`config.mk`:
```
export PLATFORM = sky130hd
export DESIGN_NAME = load_store_unit
export DESIGN_NICKNAME = d
export VERILOG_FILES = /design/src/rtl/load_store_unit_pkg.sv /design/src/rtl/lsu_lane_align.sv /design/src/rtl/load_store_unit.sv
export SDC_FILE = /design/constraint.sdc
export NUM_CORES = 1
export LEC_CHECK = 0
export ABC_AREA = 1
export BUFFER_PORTS_ARGS = -buffer_cell sky130_fd_sc_hd__buf_2
export CELL_PAD_IN_SITES_DETAIL_PLACEMENT = 0
export CELL_PAD_IN_SITES_GLOBAL_PLACEMENT = 1
export CORE_ASPECT_RATIO = 1.25
export CORE_MARGIN = 3
export CORE_UTILIZATION = 32
export DETAILED_ROUTE_END_ITERATION = 8
export GPL_TIMING_DRIVEN = 0
export PLACE_DENSITY_LB_ADDON = 0.1
export REMOVE_ABC_BUFFERS = 1
export SLEW_MARGIN = 20
export SYNTH_ARGS = -nofsm -noshare
export SYNTH_HDL_FRONTEND = slang
export SYNTH_SLANG_ARGS = --single-unit
```
`constraint.sdc`:
```
create_clock -name clk -period 1.8 [get_ports clk]
set_clock_uncertainty 0.15 [all_clocks]
set_input_delay 0.27 -clock clk [delete_from_list [all_inputs] [get_ports clk]]
set_output_delay 0.27 -clock clk [all_outputs]
set_load 0.02 [all_outputs]
```
`src/rtl/load_store_unit_pkg.sv`:
```
// Shared definitions for the load/store unit: store sizes, load funct3
// codes, FSM state encoding and small size/alignment helpers.
package load_store_unit_pkg;

    localparam logic [1:0] STORE_NONE = 2'd0;
    localparam logic [1:0] STORE_B    = 2'd1;
    localparam logic [1:0] STORE_H    = 2'd2;
    localparam logic [1:0] STORE_W    = 2'd3;

    localparam logic [2:0] FUNCT_LB  = 3'd0;
    localparam logic [2:0] FUNCT_LH  = 3'd1;
    localparam logic [2:0] FUNCT_LW  = 3'd2;
    localparam logic [2:0] FUNCT_LBU = 3'd4;
    localparam logic [2:0] FUNCT_LHU = 3'd5;

    typedef enum logic [1:0] {
        LSU_IDLE = 2'd0,
        LSU_REQ  = 2'd1,
        LSU_RESP = 2'd2
    } lsu_state_e;

    // Access size of a load; reserved funct3 codes behave as LW.
    function automatic logic [1:0] load_size(input logic [2:0] f);
        logic [1:0] s;
        case (f)
            FUNCT_LB, FUNCT_LBU: s = STORE_B;
            FUNCT_LH, FUNCT_LHU: s = STORE_H;
            FUNCT_LW:            s = STORE_W;
            default:             s = STORE_W;
        endcase
        return s;
    endfunction

    function automatic logic misaligned(input logic [1:0] size,
                                        input logic [1:0] lo);
        return ((size == STORE_H) && lo[0]) ||
               ((size == STORE_W) && (lo != 2'b00));
    endfunction

endpackage

```
`src/rtl/lsu_lane_align.sv`:
```
// Byte-lane steering: store byte enables and data replication, plus
// load lane extraction with sign/zero extension.
module lsu_lane_align
    import load_store_unit_pkg::*;
(
    input  logic [1:0]  size,
    input  logic [1:0]  addr_lo,
    input  logic [31:0] wdata,
    output logic [3:0]  be,
    output logic [31:0] wdata_rep,
    input  logic [2:0]  ld_funct,
    input  logic [1:0]  ld_addr_lo,
    input  logic [31:0] rdata,
    output logic [31:0] ld_data
);

    logic [7:0]  ld_b;
    logic [15:0] ld_h;

    // Store side: enables follow size and low address bits; data is
    // replicated so every enabled lane carries the right bytes.
    always_comb begin
        be        = 4'h0;
        wdata_rep = wdata;
        case (size)
            STORE_B: begin
                be        = 4'b0001 << addr_lo;
                wdata_rep = {4{wdata[7:0]}};
            end
            STORE_H: begin
                be        = 4'b0011 << {addr_lo[1], 1'b0};
                wdata_rep = {2{wdata[15:0]}};
            end
            STORE_W: begin
                be        = 4'hF;
                wdata_rep = wdata;
            end
            default: be = 4'h0;
        endcase
    end

    // Load side: pick the addressed lane and extend to 32 bits.
    always_comb begin
        ld_b    = 8'(rdata >> {ld_addr_lo, 3'b000});
        ld_h    = 16'(rdata >> {ld_addr_lo[1], 4'b0000});
        ld_data = rdata;
        case (ld_funct)
            FUNCT_LB:  ld_data = {{24{ld_b[7]}}, ld_b};
            FUNCT_LBU: ld_data = {24'h0, ld_b};
            FUNCT_LH:  ld_data = {{16{ld_h[15]}}, ld_h};
            FUNCT_LHU: ld_data = {16'h0, ld_h};
            default:   ld_data = rdata;
        endcase
    end

endmodule

```
`src/rtl/load_store_unit.sv`:
```
// Memory stage: single-outstanding req/ack data-bus access with stall.
// Optional LSU_MISALIGN_TRAP_EN: trap misaligned H/W accesses with err.
module load_store_unit
    import load_store_unit_pkg::*;
#(
    parameter int unsigned TIMEOUT_CYC = 255
) (
    input  logic        clk,
    input  logic        rst_n,
    input  logic        memread,
    input  logic        memwrite,
    input  logic [1:0]  storeops,
    input  logic [2:0]  load_funct,
    input  logic [31:0] addr,
    input  logic [31:0] wdata,
    output logic        stall,
    output logic        load_valid,
    output logic [31:0] load_data,
    output logic        err,
    output logic        mem_req,
    output logic        mem_we,
    output logic [31:0] mem_addr,
    output logic [3:0]  mem_be,
    output logic [31:0] mem_wdata,
    input  logic [31:0] mem_rdata,
    input  logic        mem_ack
);

    localparam logic [7:0] TMO = 8'(TIMEOUT_CYC);

    lsu_state_e  state_q, state_d;
    logic [7:0]  timer_q, timer_d;
    logic        req_q, req_d;
    logic        we_q, we_d;
    logic [31:0] addr_q, addr_d;
    logic [3:0]  be_q, be_d;
    logic [31:0] wdata_q, wdata_d;
    logic        lv_q, lv_d;
    logic [31:0] ld_q, ld_d;
    logic        err_q, err_d;
    logic [2:0]  funct_q, funct_d;
    logic [1:0]  lo_q, lo_d;
    logic        load_q, load_d;

    logic        noop;
    logic        start;
    logic        trap;
    logic [1:0]  op_size;
    logic [3:0]  al_be;
    logic [31:0] al_wdata;
    logic [31:0] al_ld;

    assign noop    = memwrite && (storeops == STORE_NONE);
    assign start   = (memread || memwrite) && !noop;
    assign op_size = memwrite ? storeops : load_size(load_funct);

`ifdef LSU_MISALIGN_TRAP_EN
    assign trap = misaligned(op_size, addr[1:0]);
`else
    assign trap = 1'b0;
`endif

    assign stall = (memread || memwrite) && (state_q != LSU_RESP) &&
                   !((state_q == LSU_IDLE) && noop);

    lsu_lane_align u_align (
        .size       (op_size),
        .addr_lo    (addr[1:0]),
        .wdata      (wdata),
        .be         (al_be),
        .wdata_rep  (al_wdata),
        .ld_funct   (funct_q),
        .ld_addr_lo (lo_q),
        .rdata      (mem_rdata),
        .ld_data    (al_ld)
    );

    // Next-state and registered-output logic for IDLE -> REQ -> RESP.
    always_comb begin
        state_d = state_q;
        timer_d = timer_q;
        req_d   = req_q;
        we_d    = we_q;
        addr_d  = addr_q;
        be_d    = be_q;
        wdata_d = wdata_q;
        lv_d    = 1'b0;
        ld_d    = ld_q;
        err_d   = 1'b0;
        funct_d = funct_q;
        lo_d    = lo_q;
        load_d  = load_q;
        unique case (state_q)
            LSU_IDLE: begin
                if (start) begin
                    funct_d = load_funct;
                    lo_d    = addr[1:0];
                    load_d  = !memwrite;
                    if (trap) begin
                        err_d   = 1'b1;
                        state_d = LSU_RESP;
                    end else begin
                        req_d   = 1'b1;
                        we_d    = memwrite;
                        addr_d  = {addr[31:2], 2'b00};
                        be_d    = al_be;
                        wdata_d = al_wdata;
                        timer_d = 8'd0;
                        state_d = LSU_REQ;
                    end
                end
            end
            LSU_REQ: begin
                timer_d = timer_q + 8'd1;
                if (mem_ack) begin
                    req_d   = 1'b0;
                    state_d = LSU_RESP;
                    if (load_q) begin
                        lv_d = 1'b1;
                        ld_d = al_ld;
                    end
                end else if (timer_d == TMO) begin
                    req_d   = 1'b0;
                    err_d   = 1'b1;
                    state_d = LSU_RESP;
                end
            end
            LSU_RESP: state_d = LSU_IDLE;
            default:  state_d = LSU_IDLE;
        endcase
    end

    // State and output registers; reset drops any bus request at once.
    always_ff @(posedge clk or negedge rst_n) begin
        if (!rst_n) begin
            state_q <= LSU_IDLE;
            timer_q <= 8'd0;
            req_q   <= 1'b0;
            we_q    <= 1'b0;
            addr_q  <= 32'h0;
            be_q    <= 4'h0;
            wdata_q <= 32'h0;
            lv_q    <= 1'b0;
            ld_q    <= 32'h0;
            err_q   <= 1'b0;
            funct_q <= 3'd0;
            lo_q    <= 2'd0;
            load_q  <= 1'b0;
        end else begin
            state_q <= state_d;
            timer_q <= timer_d;
            req_q   <= req_d;
            we_q    <= we_d;
            addr_q  <= addr_d;
            be_q    <= be_d;
            wdata_q <= wdata_d;
            lv_q    <= lv_d;
            ld_q    <= ld_d;
            err_q   <= err_d;
            funct_q <= funct_d;
            lo_q    <= lo_d;
            load_q  <= load_d;
        end
    end

    assign mem_req    = req_q;
    assign mem_we     = we_q;
    assign mem_addr   = addr_q;
    assign mem_be     = be_q;
    assign mem_wdata  = wdata_q;
    assign load_valid = lv_q;
    assign load_data  = ld_q;
    assign err        = err_q;

endmodule

```
==> metrics.csv <==
stage;metric;value;unit
status;status;complete, no violations;
placement;count of placed standard cells including taps;1084;
global_routing;global-route usage over all layers;19.93;%
yosys;unique cell type count in the Yosys netlist;36;
floorplan;number of placement rows;53;
timing;Achievable Freq;0.5853;GHz
floorplan;core area;16910;um2
timing;Worst Setup Slack, final;0.09162;ns
pwr;LEAKAGE;4.210;nW
pwr;power spent charging and discharging nets;6.333;mW
global_routing;number of antenna violations at the first check in global routing;1;
final_layout;Layout fillers;1681;
setup_path;Worst Setup End Kind;primary output;
setup_path;Worst R2R Setup Slack;0.11;ns
floorplan;Total Die Area;19020;um2
placement;count of input and output buffers;208;
setup_path;Critical Path AT;1.29;ns
routing;average vias per placed instance;4.727;
global_routing;Overflow after GRT;0;
cts;root buffer selected by CTS;sky130_fd_sc_hd__clkbuf_16;
floorplan;num ports;211;
yosys;Post-Synthesis Cell Area;5565;um2
cts;clock latency at the later pin of the worst-skew pair;0.42;ns
setup_path;Worst Setup Path Type;flip-flop to primary output;
pwr;Switching Share;43.18;%
cts;clock tree from TritonCTS;yes;
cts;clock transition at the register clock pins on the worst setup and hold paths after CTS;0.05;ns
setup_path;highest net fanout along the worst path;4;
timing;Worst slew margin;59.10;%
final_layout;relative area change from synthesis to final layout;49.95;%
floorplan;chip width;124.0;um
placement;cell area after placement;6736;um2
flow_run;maxcap violations;0;
cts;clock buffer depth;2;
pwr;cell internal power dissipation;8.334;mW
timing;Final Cycle Share;94.91;%
routing;wire length on met3;1379;um
routing;met1 layer wirelength in the final routing;7474;um
timing;number of hold violations in the final report;0;
yosys;yosys warns;0;
routing;Vias;5691;
placement;dpl hpwl;11900;um
pwr;clock group share of total power;22.7;%
pwr;peak supply drop;767.0;uV
timing;unrepaired setup endpoints after global routing;true;
final_layout;post-route design area;8346;um2
placement;Post-Place Setup Slack;-1.211;ns
pwr;fraction of power consumed by combinational cells;45.8;%
cts;number of buffers created by CTS;17;
routing;1st-pass router iterations;4;
hold_path;path category of the worst min-delay check;input port to flip-flop;
timing;worst-case hold slack;0.01626;ns
routing;routed wire length on met2;9249;um
routing;number of violations reported at the end of detailed-routing iteration 0;256;
routing;aggregate routed wire length;18410;um
timing;final-report setup violation count;0;
yosys;cell count after synthesis;688;
setup_path;startpoint types;flip-flop;
cts;CTS H-tree depth;4;
final_layout;final std cells w/o fill;1204;
timing;pins over their slew limit;0;
pwr;Seq pwr share;31.6;%
floorplan;Die Y-Extent;153.4;um
routing;number of remaining DRC errors;0;
global_routing;pin count of the biggest net entering global routing;84;
final_layout;fraction of final layout cells sized beyond drive strength 1;29.70;%
yosys;syn_area_per_cell;8.089;um2
setup_path;worst path required time;1.38;ns
global_routing;number of global-route vias before repair;5855;
timing;post-layout min period;1.708;ns
cts;CTS Sinks;118;
routing;post-detailed-route wirelength per cell;15.29;um
yosys;register bit total from synthesis;118;
routing;antenna-violating nets left;0;
floorplan;initial core utilization;32.91;%
placement;GPL Wtd Cong;0.8739;
final_layout;final-stage net count;1084;
timing;transition time at the pin with the least slew margin;0.6123;ns
routing;top metal layer carrying routed signals;met5;
yosys;part of the Yosys area used for sequential elements;53.06;%
global_routing;wire length of the first global-routing pass;29440;um
pwr;Pwr Total;14.67;mW
pwr;pwr dens;1758;nW/um2
-- through the flow --
step,TNS (ns),utilization (%)
2_1_floorplan,-33.19,-
3_3_place_gp,-265.60,39.62
3_5_place_dp,-88.78,39.84
4_1_cts,-0.03434,48.43
5_1_grt,-0.06428,49.34
6_report,0,49.35
-- repair_timing --
action / 4_1_cts / 5_1_grt
setup endpoints to repair: 109 / 68
setup buffers: 9 / 10
pin swaps: 2 / 1
gates resized for setup: 24 / 18
hold buffers: 67 / 0
gates cloned: 3 / 0
hold endpoints to repair: 111 / 0
-- kinds of logic after synthesis --
family | share of synthesized area [%]
AO/OA/AOI/OAI | 13.98
XOR/XNOR | 0.1574
adder cells (fa/ha/maj) | 1.349
buffers and inverters | 7.239
flip-flops | 53.06
other | 0.06738
AND/OR/NAND/NOR | 24.15
-- power groups by stage --
stage	clock [mW]	sequential, mW	combinational [mW]
floorplan	0	6.03	2.41
global placement	0	4.68	5.94
global route	3.54	4.80	7.47
CTS	3.41	4.71	6.48
detailed placement	0	4.70	6.05
finish	3.32	4.63	6.71
-- cell usage in the layout, fill, tap and decap left out, types with 4 or more instances in the layout --
cell type | synthesis | routed
sky130_fd_sc_hd__a21oi_1 | 18 | 18
sky130_fd_sc_hd__a31oi_1 | 23 | 23
sky130_fd_sc_hd__buf_2 | 16 | 206
sky130_fd_sc_hd__buf_4 | 6 | 17
sky130_fd_sc_hd__clkbuf_16 | 0 | 17
sky130_fd_sc_hd__clkinv_2 | 0 | 4
sky130_fd_sc_hd__clkinvlp_4 | 0 | 6
sky130_fd_sc_hd__dfrtp_1 | 118 | 115
sky130_fd_sc_hd__dlygate4sd3_1 | 0 | 67
sky130_fd_sc_hd__inv_1 | 52 | 49
sky130_fd_sc_hd__nand2_1 | 258 | 257
sky130_fd_sc_hd__nand3_1 | 16 | 14
sky130_fd_sc_hd__nor2_1 | 44 | 43
sky130_fd_sc_hd__nor3_1 | 5 | 4
sky130_fd_sc_hd__o211ai_1 | 4 | 4
sky130_fd_sc_hd__o21ai_0 | 51 | 50
sky130_fd_sc_hd__o22ai_1 | 29 | 27
-- cell usage after synthesis (all sizes together) --
cell     count  area share [%]
or2          2            0.27
o211ai       4            0.54
nor2        47             3.4
nand3b       2            0.27
a22o         1            0.16
nand2      260              18
xor2         1            0.16
o22ai       29             3.3
buf         25             2.7
a21boi       1            0.13
o31ai        2            0.27
nand3       17             1.8
nand4        1            0.38
o2111ai      1            0.16
dfrtp      118              53
ha           6             1.3
o21bai       1            0.13
conb         1           0.067
nor3         5            0.45
o21a         2            0.27
o21ai       54             4.9
a21oi       18             1.6
a31oi       23             2.6
clkinv       1           0.067
inv         57             3.8
clkbuf       9            0.61
-- critical path, stage by stage (launching register included) --
cell and delay [ns]:
sky130_fd_sc_hd__dfrtp_2 0.44, sky130_fd_sc_hd__inv_4 0.08, sky130_fd_sc_hd__nand3_2 0.11, sky130_fd_sc_hd__nand2_1 0.11, sky130_fd_sc_hd__buf_4 0.14
-- layout make-up --
| cell class | instances | area, um2 | area share [%] |
|---|---|---|---|
| inverter | 58 | 269.0 | 3.223 |
| timing repair inverter | 1 | 7.507 | 0.08996 |
| tap | 220 | 275.3 | 3.298 |
| sequential | 118 | 2959 | 35.46 |
| antenna | 1 | 2.502 | 0.02999 |
| clock inverter | 9 | 102.6 | 1.229 |
| multi-input combinational | 481 | 2340 | 28.04 |
| clock buffer | 21 | 470.5 | 5.637 |
| timing repair buffer | 295 | 1919 | 23.00 |
-- worst paths after layout --
path | end | start | cells past startpoint
min in group asynchronous | timer_q[6] | rst_n | 2
max in group asynchronous | funct_q[1] | rst_n | 3
min | mem_wdata[20] | wdata[20] | 3
max | stall | state_q[1] | 4
max reg2reg | mem_wdata[20] | state_q[1] | 6
min reg2reg | mem_addr[17] | mem_addr[17] | 2
-- per-layer routing --
layer | vias to the layer above | GRT usage [%]
met3 | 23 | 7.180
met2 | 155 | 34.13
li1 | 2807 | -
met4 | 2 | 6.420
met5 | - | 0
met1 | 2704 | 22.91
-- flip-flops by register name, summed over array words and instances, names as in the netlist, 2 cells and up --
register and flops:
mem_addr 30, lo_q 2, state_q 2, timer_q 8, load_data 32, mem_wdata 32
mem_be 4, funct_q 3
Note: power is estimated with default switching activity, not from simulation.
